### src/rtl/uart_burst_rx.sv
// UARTB receiver: 8N1 deserialiser with a byte mode and a 4-frame burst mode (32-bit word).
module uart_burst_rx #(
  parameter int unsigned DIV_W       = 9,
  parameter int unsigned SYNC_STAGES = 2
) (
  input  logic             clk,
  input  logic             reset,
  input  logic             rxd,
  input  logic [DIV_W-1:0] divider,
  input  logic             mode,
  input  logic             rd,
  output logic [31:0]      q,
  output logic             dv,
  output logic             ovf,
  output logic             ferr,
  output logic             rxbusy
);

  typedef enum logic [2:0] {StIdle, StStart, StData, StStop, StBreak} state_e;

  logic [SYNC_STAGES-1:0] sync_q;
  logic                   rs;

  state_e           state_q, state_d;
  logic [DIV_W-1:0] cnt_q, cnt_d;
  logic [2:0]       bit_idx_q, bit_idx_d;
  logic [7:0]       shift_q, shift_d;
  logic [DIV_W-1:0] div_l_q, div_l_d;
  logic             mode_l_q, mode_l_d;
  logic [1:0]       byte_cnt_q, byte_cnt_d;
  logic [23:0]      word_q, word_d;
  logic             pend_q, pend_d;
  logic [31:0]      pend_data_q, pend_data_d;
  logic             fe_pend_q, fe_pend_d;
  logic [31:0]      q_q, q_d;
  logic             dv_q, dv_d;
  logic             ovf_q, ovf_d;
  logic             ferr_q, ferr_d;

  logic [DIV_W-1:0] div_start;
  logic [DIV_W:0]   period;
  logic [DIV_W:0]   half_m1_w;

  assign rs = sync_q[SYNC_STAGES-1];

  // rxd synchroniser, reset to the idle (high) line level
  always_ff @(posedge clk or posedge reset) begin
    if (reset) sync_q <= '1;
    else       sync_q <= {sync_q[SYNC_STAGES-2:0], rxd};
  end

  // Divider only follows the input when a new word starts; mid-word the latched value is kept
  always_comb begin
    div_start = (byte_cnt_q == 2'd0) ? divider : div_l_q;
    period    = {1'b0, div_start} + {{DIV_W{1'b0}}, 1'b1};
    half_m1_w = (period >> 1) - {{DIV_W{1'b0}}, 1'b1};
  end

  // Receive FSM next-state: bit timing, sampling, lane assembly
  always_comb begin
    state_d     = state_q;
    cnt_d       = cnt_q;
    bit_idx_d   = bit_idx_q;
    shift_d     = shift_q;
    div_l_d     = div_l_q;
    mode_l_d    = mode_l_q;
    byte_cnt_d  = byte_cnt_q;
    word_d      = word_q;
    pend_d      = 1'b0;
    pend_data_d = pend_data_q;
    fe_pend_d   = 1'b0;
    unique case (state_q)
      StIdle: begin
        if (!rs) begin
          state_d = StStart;
          cnt_d   = half_m1_w[DIV_W-1:0];
          if (byte_cnt_q == 2'd0) begin
            div_l_d  = divider;
            mode_l_d = mode;
          end
        end
      end
      StStart: begin
        if (cnt_q == '0) begin
          if (!rs) begin
            state_d   = StData;
            cnt_d     = div_l_q;
            bit_idx_d = 3'd0;
          end else begin
            state_d = StIdle;
          end
        end else begin
          cnt_d = cnt_q - DIV_W'(1);
        end
      end
      StData: begin
        if (cnt_q == '0) begin
          shift_d[bit_idx_q] = rs;
          cnt_d              = div_l_q;
          if (bit_idx_q == 3'd7) state_d = StStop;
          else                   bit_idx_d = bit_idx_q + 3'd1;
        end else begin
          cnt_d = cnt_q - DIV_W'(1);
        end
      end
      StStop: begin
        if (cnt_q == '0) begin
          if (rs) begin
            state_d = StIdle;
            if (mode_l_q) begin
              byte_cnt_d = byte_cnt_q + 2'd1;
              unique case (byte_cnt_q)
                2'd0: word_d[7:0]   = shift_q;
                2'd1: word_d[15:8]  = shift_q;
                2'd2: word_d[23:16] = shift_q;
                default: begin
                  pend_d      = 1'b1;
                  pend_data_d = {shift_q, word_q};
                end
              endcase
            end else begin
              pend_d      = 1'b1;
              pend_data_d = {24'h0, shift_q};
            end
          end else begin
            // Framing error drops any partial word
            state_d    = StBreak;
            fe_pend_d  = 1'b1;
            byte_cnt_d = 2'd0;
          end
        end else begin
          cnt_d = cnt_q - DIV_W'(1);
        end
      end
      StBreak: begin
        if (rs) state_d = StIdle;
      end
      default: state_d = StIdle;
    endcase
  end

  // CPU-visible results, one clock after the stop-bit sample; completion beats a same-cycle rd
  always_comb begin
    q_d    = pend_q ? pend_data_q : q_q;
    dv_d   = pend_q | (dv_q & ~rd);
    ovf_d  = (ovf_q & ~rd) | (pend_q & dv_q & ~rd);
    ferr_d = fe_pend_q | (ferr_q & ~rd);
  end

  // State registers
  always_ff @(posedge clk or posedge reset) begin
    if (reset) begin
      state_q     <= StIdle;
      cnt_q       <= '0;
      bit_idx_q   <= 3'd0;
      shift_q     <= 8'h0;
      div_l_q     <= '0;
      mode_l_q    <= 1'b0;
      byte_cnt_q  <= 2'd0;
      word_q      <= 24'h0;
      pend_q      <= 1'b0;
      pend_data_q <= 32'h0;
      fe_pend_q   <= 1'b0;
      q_q         <= 32'h0;
      dv_q        <= 1'b0;
      ovf_q       <= 1'b0;
      ferr_q      <= 1'b0;
    end else begin
      state_q     <= state_d;
      cnt_q       <= cnt_d;
      bit_idx_q   <= bit_idx_d;
      shift_q     <= shift_d;
      div_l_q     <= div_l_d;
      mode_l_q    <= mode_l_d;
      byte_cnt_q  <= byte_cnt_d;
      word_q      <= word_d;
      pend_q      <= pend_d;
      pend_data_q <= pend_data_d;
      fe_pend_q   <= fe_pend_d;
      q_q         <= q_d;
      dv_q        <= dv_d;
      ovf_q       <= ovf_d;
      ferr_q      <= ferr_d;
    end
  end

  assign q      = q_q;
  assign dv     = dv_q;
  assign ovf    = ovf_q;
  assign ferr   = ferr_q;
  assign rxbusy = (state_q == StData) || (state_q == StStop);

endmodule

### config.mk
export PLATFORM = sky130hd
export DESIGN_NAME = uart_burst_rx
export DESIGN_NICKNAME = d
export VERILOG_FILES = /design/src/rtl/uart_burst_rx.sv
export SDC_FILE = /design/constraint.sdc
export NUM_CORES = 1
export LEC_CHECK = 0
export ABC_AREA = 0
export CORE_ASPECT_RATIO = 1.4
export CORE_UTILIZATION = 45
export CTS_CLUSTER_DIAMETER = 80
export DETAILED_ROUTE_END_ITERATION = 8
export HOLD_SLACK_MARGIN = 0.1
export MAX_ROUTING_LAYER = met4
export PLACE_DENSITY = 0.7
export RECOVER_POWER = 50
export SETUP_SLACK_MARGIN = 0.2
export SYNTH_ARGS = -nofsm -noshare
export SYNTH_HDL_FRONTEND = slang
export SYNTH_SLANG_ARGS = --single-unit
### constraint.sdc
create_clock -name clk -period 5.75 [get_ports clk]
set_input_delay 1.15 -clock clk [delete_from_list [all_inputs] [get_ports clk]]
set_output_delay 1.15 -clock clk [all_outputs]
set_load 0.005 [all_outputs]
# Word-level counts from Yosys, hierarchy flattened
# Cells that the tools add are included.
[totals]
inputBits = 14
output_inout_bits = 36
elab_cells = 109
regBits = 130
[op_classes]
bitwise_logic = 10
order_cmp = 2
n_eq_ne = 19
reduce_logical = 19
n_mux = 36
add_sub_neg = 5
[op_table]
columns = ["cell", "n"]
rows = [
  ["32-bit 2-to-1 mux", 2],
  ["9-bit 2-to-1 mux", 6],
  ["9-bit one-hot mux with 4 select lines", 1],
  ["3-bit 2-to-1 mux", 11],
  ["2-bit inequality test (second input constant)", 10],
  ["5-bit AND reduction", 4],
  ["9-bit by 1-bit subtractor with 9-bit output (second input constant)", 2],
  ["3-bit one-hot mux with 5 select lines", 1],
  ["9-bit by 1-bit adder with 10-bit output (second input constant)", 1],
  ["9-bit logical NOT", 1],
  ["1-bit 2-to-1 mux", 9],
  ["8-bit bitwise mux", 1],
  ["4-bit AND reduction", 2],
  ["3-bit by 2-bit == test with 1-bit output (second input constant)", 2],
  ["3-bit == test (second input constant)", 2],
  ["2-bit 2-to-1 mux", 3],
  ["3-bit one-hot mux with 2 select lines", 1],
  ["3-bit AND reduction", 2],
  ["6-bit AND reduction", 1],
  ["1-bit AND", 5],
  ["3-bit by 4-bit < comparator with 1-bit output (second input constant)", 1],
  ["2-bit AND reduction", 2],
  ["4-bit nonzero test", 1],
  ["3-bit by 1-bit adder with 3-bit output (second input constant)", 1],
  ["other kinds (16)", 19],
]

# Depth between registers and ports, before layout
# Gate-level depths: netlist of run 1.
[logic_depth]
word_depth = 7
depth_mapped = 15
depth_no_buf = 13

# Least setup slack after synthesis of run 1
# OpenSTA, ideal clock, no wires.
[synth_timing]
path_type = "input port to flip-flop"
start = "input port divider[1]"
end = "register cnt_q[8]"
required_time_ns = 5.613
arrival_time_ns = 2.834
n_path_buf = 0
setup_slack_ns = 2.779
setup_ns = 0.137
stages = 10
cell_sequence = "mux2_2 ha_1 xnor2_1 inv_1 ha_1 o221ai_1 nor3_2 nor3b_2 xnor2_1 a21oi_1"
[synth_between]
elab_chain_len = 5
[synth_rtl]
columns = ["item", "line_no", "rtl"]
rows = [
  ["from (decl)", "9", "input logic [DIV_W-1:0] divider,"],
  ["9-bit 2-to-1 mux", "--", ""],
  ["9-bit by 1-bit adder with 10-bit output", "55", "period = {1'b0, div_start} + {{DIV_W{1'b0}}, 1'b1};"],
  ["9-bit by 1-bit subtractor with 9-bit output", "56", "half_m1_w = (period >> 1) - {{DIV_W{1'b0}}, 1'b1};"],
  ["9-bit 2-to-1 mux", "74", "if (!rs) begin"],
  ["9-bit one-hot mux with 4 select lines", "72", "unique case (state_q)"],
  ["to (signal assigned)", "170", "cnt_q <= cnt_d;"],
  ["to (decl)", "25", "logic [DIV_W-1:0] cnt_q, cnt_d;"],
]
# No other way between the ends. The select of a mux whose other input is x is not followed.
# A chain may end at the register's enable or synchronous reset.

==> results of run 1 <==
-- sequential cells by signal, indices dropped and copies added, names as in the netlist, 2 cells and up --
name and cells:
pend_data_q 32, q 32, word_q 24, cnt_q 9, div_l_q 9, shift_q 8
bit_idx_q 3, state_q 3, byte_cnt_q 2, sync_q 2
-- placed cells by master, fill, tap and decap left out, types with 7 or more instances in the layout --
cell,netlist,final
inv_1,12,11
mux2i_1,15,15
a21oi_1,18,18
nand3_1,7,7
clkdlybuf4s50_1,0,46
o21ai_0,24,24
clkbuf_16,0,17
nor2_1,25,26
xnor2_1,10,10
a22o_1,26,26
nand2_1,33,33
dfrtp_1,128,128
ha_1,10,10
mux2_2,71,71
-- routing by layer --
| layer | vias to the layer above | GRT usage [%] | share of wire [%] |
|---|---|---|---|
| met4 | 0 | 8.29 | 1.6 |
| met2 | 64 | 35.2 | 55 |
| li1 | 1841 | - | - |
| met5 | - | - | 0 |
| met1 | 1978 | 20.6 | 42 |
| met3 | 8 | 4.11 | 1.9 |
-- worst reg2reg max path, cell delays in order (launching register included) --
cell	delay, ns
dfrtp_1	0.45
inv_1	0.13
ha_1	0.73
nand2_1	0.14
o21ai_0	0.19
ha_1	0.32
nand4_1	0.19
a21oi_1	0.32
nor2_1	0.10
nor4_1	0.37
nor4b_2	0.29
xnor2_1	0.15
o211ai_1	0.10
-- power groups by stage --
| stage | logic [mW] | registers, mW | clock network, mW |
|---|---|---|---|
| after detailed placement | 0.646 | 1.13 | 0 |
| final | 0.644 | 1.12 | 1.08 |
| after CTS | 0.652 | 1.12 | 1.10 |
| after floorplan | 0.562 | 1.08 | 0 |
| after global routing | 0.720 | 1.13 | 1.15 |
| after global placement | 0.633 | 1.13 | 0 |
-- per-stage QoR --
step	hold WS (ns)	util, %	setup slack [ns]	cells	area (um2)
floorplan	0.345	-	1.13	481	5910
global placement	0.348	50.7	2.10	663	6500
detailed placement	0.347	50.7	1.96	663	6500
CTS	0.356	55.4	2.23	695	7100
global route	0.364	55.2	1.65	695	7080
finish	0.354	55.2	2.09	695	7080
-- worst paths after layout --
kind | startpoint | cells past startpoint | slack [ns] | to
worst min register to register | sync_q[0] | 0 | 0.35 | sync_q[1]
worst min-delay path | sync_q[0] | 0 | 0.35 | sync_q[1]
worst max-delay path | reset | 3 | 2.09 | pend_data_q[1]
max in group clk | byte_cnt_q[0] | 12 | 2.17 | cnt_q[7]
min in group asynchronous | reset | 2 | 1.74 | word_q[11]
worst max register to register | byte_cnt_q[0] | 12 | 2.17 | cnt_q[7]
-- layout make-up --
class | count | area (um2) | area share, %
Clock buffer | 20 | 447 | 6.31
Clock inverter | 12 | 156 | 2.21
Inverter | 12 | 46.3 | 0.654
Multi-Input combinational cell | 315 | 2470 | 34.9
Sequential cell | 130 | 3260 | 46.0
Tap cell | 153 | 191 | 2.70
Timing Repair Buffer | 53 | 510 | 7.21
-- cells by family (layout without fill, tap and decap cells) --
group	count (synthesis)	count (layout)	share of synthesized area [%]
flops	130	130	55.1
fa+ha+maj	10	10	2.12
xor+xnor	14	14	2.08
mux	86	86	16.1
buf+inv	36	97	2.88
compound gates	95	95	11.2
simple gates	110	110	10.5
==> results.md, run 1 <==
* Core Area at 12,800 um2
* PwrDens at 402 nW/um2
* CTS Buffer Depth at 2
* Critical Path End Type: async pin
* Failing checks: max-capacitance violations, max-slew violations
* CP required at 6.09 ns
* Initial antenna violation count at 0
* Clock Latency Late Sink at 0.41 ns
* Layout cells sized above 1 at 22.5%
* Post_cts resized at 0
* Logic pwr share at 22.7%
* H-Tree Depth at 4
* RePlAce Congestion at 0.856
* Sequential power share at 39.3%
* DIE WIDTH at 98.8 um
* Synth unique cells at 54
* First-pass GRT wire length at 19,700 um
* Fin crit share at 63.6%
* Full die area at 13,600 um2
* Syn Inst Count at 481
* Synth Net Count at 505
* Remaining DRCs at 0
* Largest net degree at the start of global routing at 50
* Clock slew at reported path FFs at 0.05 ns
* Most common cell in the netlist: dfrtp_1
* Overflow after GRT at 0
* Switch Pwr at 0.873 mW
* Skew final at 0.0142 ns
* DR pass1 iterations at 4
* Layout area overhead at 19.9%
* Fillers at 1,054
* VDD IR max at 0.287 mV
* Critical path launch point type: input pin
* Post-DP HPWL at 8160 um
* Pleak at 3.23 nW
* Buf/Inv on CP at 3
* CP Class: input pin to async pin
* Status: finished, violations left
* Ys flop type: dfrtp_1
* Clk pwr share at 38.0%
* Internal at 1.97 mW
* DR iter-0 viols at 239
* Post-CTS Hold Buffers at 0
* RSZ-0062 raised after global routing: no
* Synthesized cell area at 5910 um2
* I/O pins at 50
* CTS tree: done
* DIE HEIGHT at 138 um
* HP Class: register to register
* Top post-synthesis cells by area: dfrtp_1 54%, mux2_2 14%, a22o_1 3.9%, mux2i_1 2.5%, ha_1 2.1%
* Most frequent cells after synthesis: 128 x dfrtp_1, 71 x mux2_2, 33 x nand2_1
* Crit path DAT at 4.00 ns
* Diodes inserted at 0
* TNS Setup at 0 ns
* Sw frac at 30.7%
* Post-synth ARST share at 100%
* Maxcap violations at 2
* Vias in the first global route at 4,007
* Largest stage delay on the critical path at 1.20 ns
* Hold Vio Cnt, Final at 0
* Power, Total at 2.84 mW
* Number of synthesized register bits at 130
* Nets at 553
* Area share of the largest cell type after synthesis at 54.2%
* Via density per instance at 5.60
* Sequential area share after synthesis at 55.1%
* Critical Path Fanout Max at 49
* CP max stage cell: clkinvlp_2
* Clock Sinks at 130
* Syn_area_per_cell at 12.3 um2
* Clock root buffer: clkbuf_16
* Vias at 3,891
* Max Clock Freq at 0.273 GHz
* Total GRT Usage at 19.5%
* EDFF count, synth at 0
* Total routed wirelength at 11,600 um
* Worst-Margin Slew at 2.10 ns
* Initial Util at 46.1%
* Remaining antenna violation count after routing at 0
* Drt wl/cell at 16.8 um
* PortBufs at 49
* Setup-failing EPs final at 0
* Critical path, cell by cell: dlygate4sd3_1, clkinvlp_2, clkbuf_2
* YS warnings at 0
* Post CTS Setup Buffer Count at 0
* Critical path's top delay family: buffers and inverters
* Max Slew Vio Count at 80
* Rel. slew slack at -40.6%
* Total CTS buffers at 17
* Yosys top cell by area: dfrtp_1
* Tmin final at 3.66 ns
* Rows at 49
Note: power is estimated with default switching activity, not from simulation.
==> run 2: changes to the inputs <==
--- a/config.mk
+++ b/config.mk
@@ -12,7 +12,7 @@
 export DETAILED_ROUTE_END_ITERATION = 8
 export HOLD_SLACK_MARGIN = 0.1
 export MAX_ROUTING_LAYER = met4
-export PLACE_DENSITY = 0.7
+export PLACE_DENSITY = 0.72
 export RECOVER_POWER = 50
 export SETUP_SLACK_MARGIN = 0.2
 export SYNTH_ARGS = -nofsm -noshare
==> constraint.sdc (replaced) <==
create_clock -name clk -period 3.25 [get_ports clk]
set_input_delay 0.65 -clock clk [delete_from_list [all_inputs] [get_ports clk]]
set_output_delay 0.65 -clock clk [all_outputs]
set_load 0.005 [all_outputs]
==> run 2 against run 1 <==
Via count increased by 0.75%. Highest routed layer unchanged. Largest cell class unchanged. Register-to-register slack worse by 1.8 ns. Non-clock buffer count rose by 3. Routed wire length grew 0.36%. Hold slack improved by 0.00086 ns. Critical endpoint is now cnt_q[8]. Sequential power increased by 74%. The flow still finishes with violations (max-capacitance violations, max-slew violations). Critical path depth is 9 higher. Die area stayed put. Combinational power rose by 94%. First-iteration DRC count decreased by 11%.
==> results.md, run 2 (synthesized netlist as in run 1, its figures left out) <==
* R2R depth at 12
* Max Clock Freq at 0.353 GHz
* Dpl ws at 0.128 ns
* Initial Util at 46.1%
* Full die area at 13,600 um2
* Layout cells sized above 1 at 24.8%
* Setup-failing EPs final at 0
* Drt wl/cell at 16.7 um
* RePlAce Congestion at 0.910
* CTS Buffer Depth at 2
* First-pass GRT wire length at 19,800 um
* Most common cell after layout, fill and taps aside: dfrtp_1
* HP Class: register to register
* Tmin final at 2.84 ns
* Hold Vio Cnt, Final at 0
* Final worst setup slack at 0.413 ns
* Max Slew Vio Count at 116
* Internal at 3.57 mW
* Clk pwr share at 38.2%
* Vias at 3,920
* Remaining antenna violation count after routing at 0
* Nets at 556
* Initial antenna violation count at 0
* R2R Path Start: byte_cnt_q[0]
* Total CTS buffers at 17
* Post-CTS Hold Buffers at 0
* CP Class: register to register
* Critical Path Fanout Max at 6
* CP required at 3.53 ns
* CTS tree: done
* I/O pins at 50
* Failing checks: max-capacitance violations, max-slew violations
* Total routed wirelength at 11,700 um
* DR iter-0 viols at 213
* Clock Latency Late Sink at 0.41 ns
* DIE HEIGHT at 138 um
* H-Tree Depth at 4
* Layout area overhead at 21.2%
* DR pass1 iterations at 4
* Sequential power share at 37.7%
* Sw frac at 30.8%
* Switch Pwr at 1.59 mW
* Largest net degree at the start of global routing at 81
* Core Area at 12,800 um2
* Rows at 49
* Worst Min Path Start: sync_q[0]
* Overflow after GRT at 0
* RSZ-0062 raised after global routing: no
* Most frequent cells in the layout: 128 x dfrtp_1, 71 x mux2_2, 46 x clkdlybuf4s50_1
* Vias in the first global route at 4,014
* Pleak at 3.26 nW
* Remaining DRCs at 0
* TNS Setup at 0 ns
* Hold-critical path depth at 0
* Logic pwr share at 24.1%
* Clock slew at reported path FFs at 0.06 ns
* Final Util at 55.9%
* Post_cts resized at 0
* Hold EP: sync_q[1]
* PwrDens at 721 nW/um2
* Rel. slew slack at -27.7%
* Post CTS Setup Buffer Count at 0
* Skew final at 0.0110 ns
* Status: finished, violations left
* Crit path DAT at 3.12 ns
* Fin crit share at 87.3%
* Diodes inserted at 0
* FF-to-FF End: cnt_q[8]
* PortBufs at 49
* Critical path launch point type: register
* Post-DP HPWL at 8190 um
* Clock Sinks at 130
* Placed Cells at 666
* Power, Total at 5.16 mW
* Clock root buffer: clkbuf_16
* Maxcap violations at 2
* VDD IR max at 0.602 mV
* Via density per instance at 5.62
* Flop2flop setup slack at 0.41 ns
* Worst-Margin Slew at 1.92 ns
* Post-Layout Cell Count at 698
* Critical Path End Type: register
* Total GRT Usage at 19.5%
* DIE WIDTH at 98.8 um
-- run 2: cell types whose count changed in the layout (fill, tap and decap cells not counted), sizes merged --
cell      before  now
clkbuf        23   22
bufinv         3    4
clkinv         4    6
clkinvlp       5    3
buf            1    4
-- run 2: stage by stage --
step           cell area [um2]  hold slack (ns)
6_report                  7160            0.355
5_1_grt                   7160            0.359
4_1_cts                   7170            0.356
3_5_place_dp              6550            0.349
3_3_place_gp              6550            0.347
2_1_floorplan             5910            0.345
-- run 2: how the worst max path moves through the flow --
stage / end / from / slack (ns) / cells past startpoint
after floorplan: cnt_q[8] / byte_cnt_q[0] / 0.39 / 14
after global placement: cnt_q[7] / divider[0] / 0.19 / 11
after detailed placement: cnt_q[7] / divider[0] / 0.13 / 11
after CTS: div_l_q[3] / cnt_q[0] / 0.26 / 9
after global routing: cnt_q[8] / byte_cnt_q[0] / 0.21 / 12
final: cnt_q[8] / byte_cnt_q[0] / 0.41 / 12
-- run 2: final cells by class --
class / instances / area, um2
fill: 1030 / 5650
sequential: 130 / 3260
multi-input combinational: 315 / 2510
timing repair buffer: 56 / 534
clock buffer: 19 / 433
tap: 153 / 191
clock inverter: 13 / 185
inverter: 12 / 46.3
-- run 2: critical path, cell delays in order, from the launching register on --
cell      delay [ns]
dfrtp_1         0.43
inv_1           0.12
ha_2            0.26
mux2_2          0.37
ha_2            0.22
xnor2_1         0.18
inv_1           0.08
ha_1            0.18
o221ai_1        0.19
nor3_2          0.26
nor3b_2         0.21
xnor2_1         0.13
a21oi_1         0.08
-- run 2: power groups by stage --
stage               Sequential [mW]  Clock [mW]  Combinational (mW)
floorplan                      1.90           0               0.995
global placement               1.96           0                1.17
detailed placement             1.97           0                1.20
CTS                            1.94        2.01                1.22
global route                   1.97        2.09                1.38
finish                         1.95        1.97                1.25
-- run 2: layer usage --
metal / part of all wire [%] / global-route usage [%] / up-vias
li1: - / - / 1847
met1: 40 / 21.1 / 1961
met2: 55 / 34.5 / 94
met3: 3.5 / 4.16 / 18
met4: 1.5 / 8.37 / 0
met5: 0 / - / -
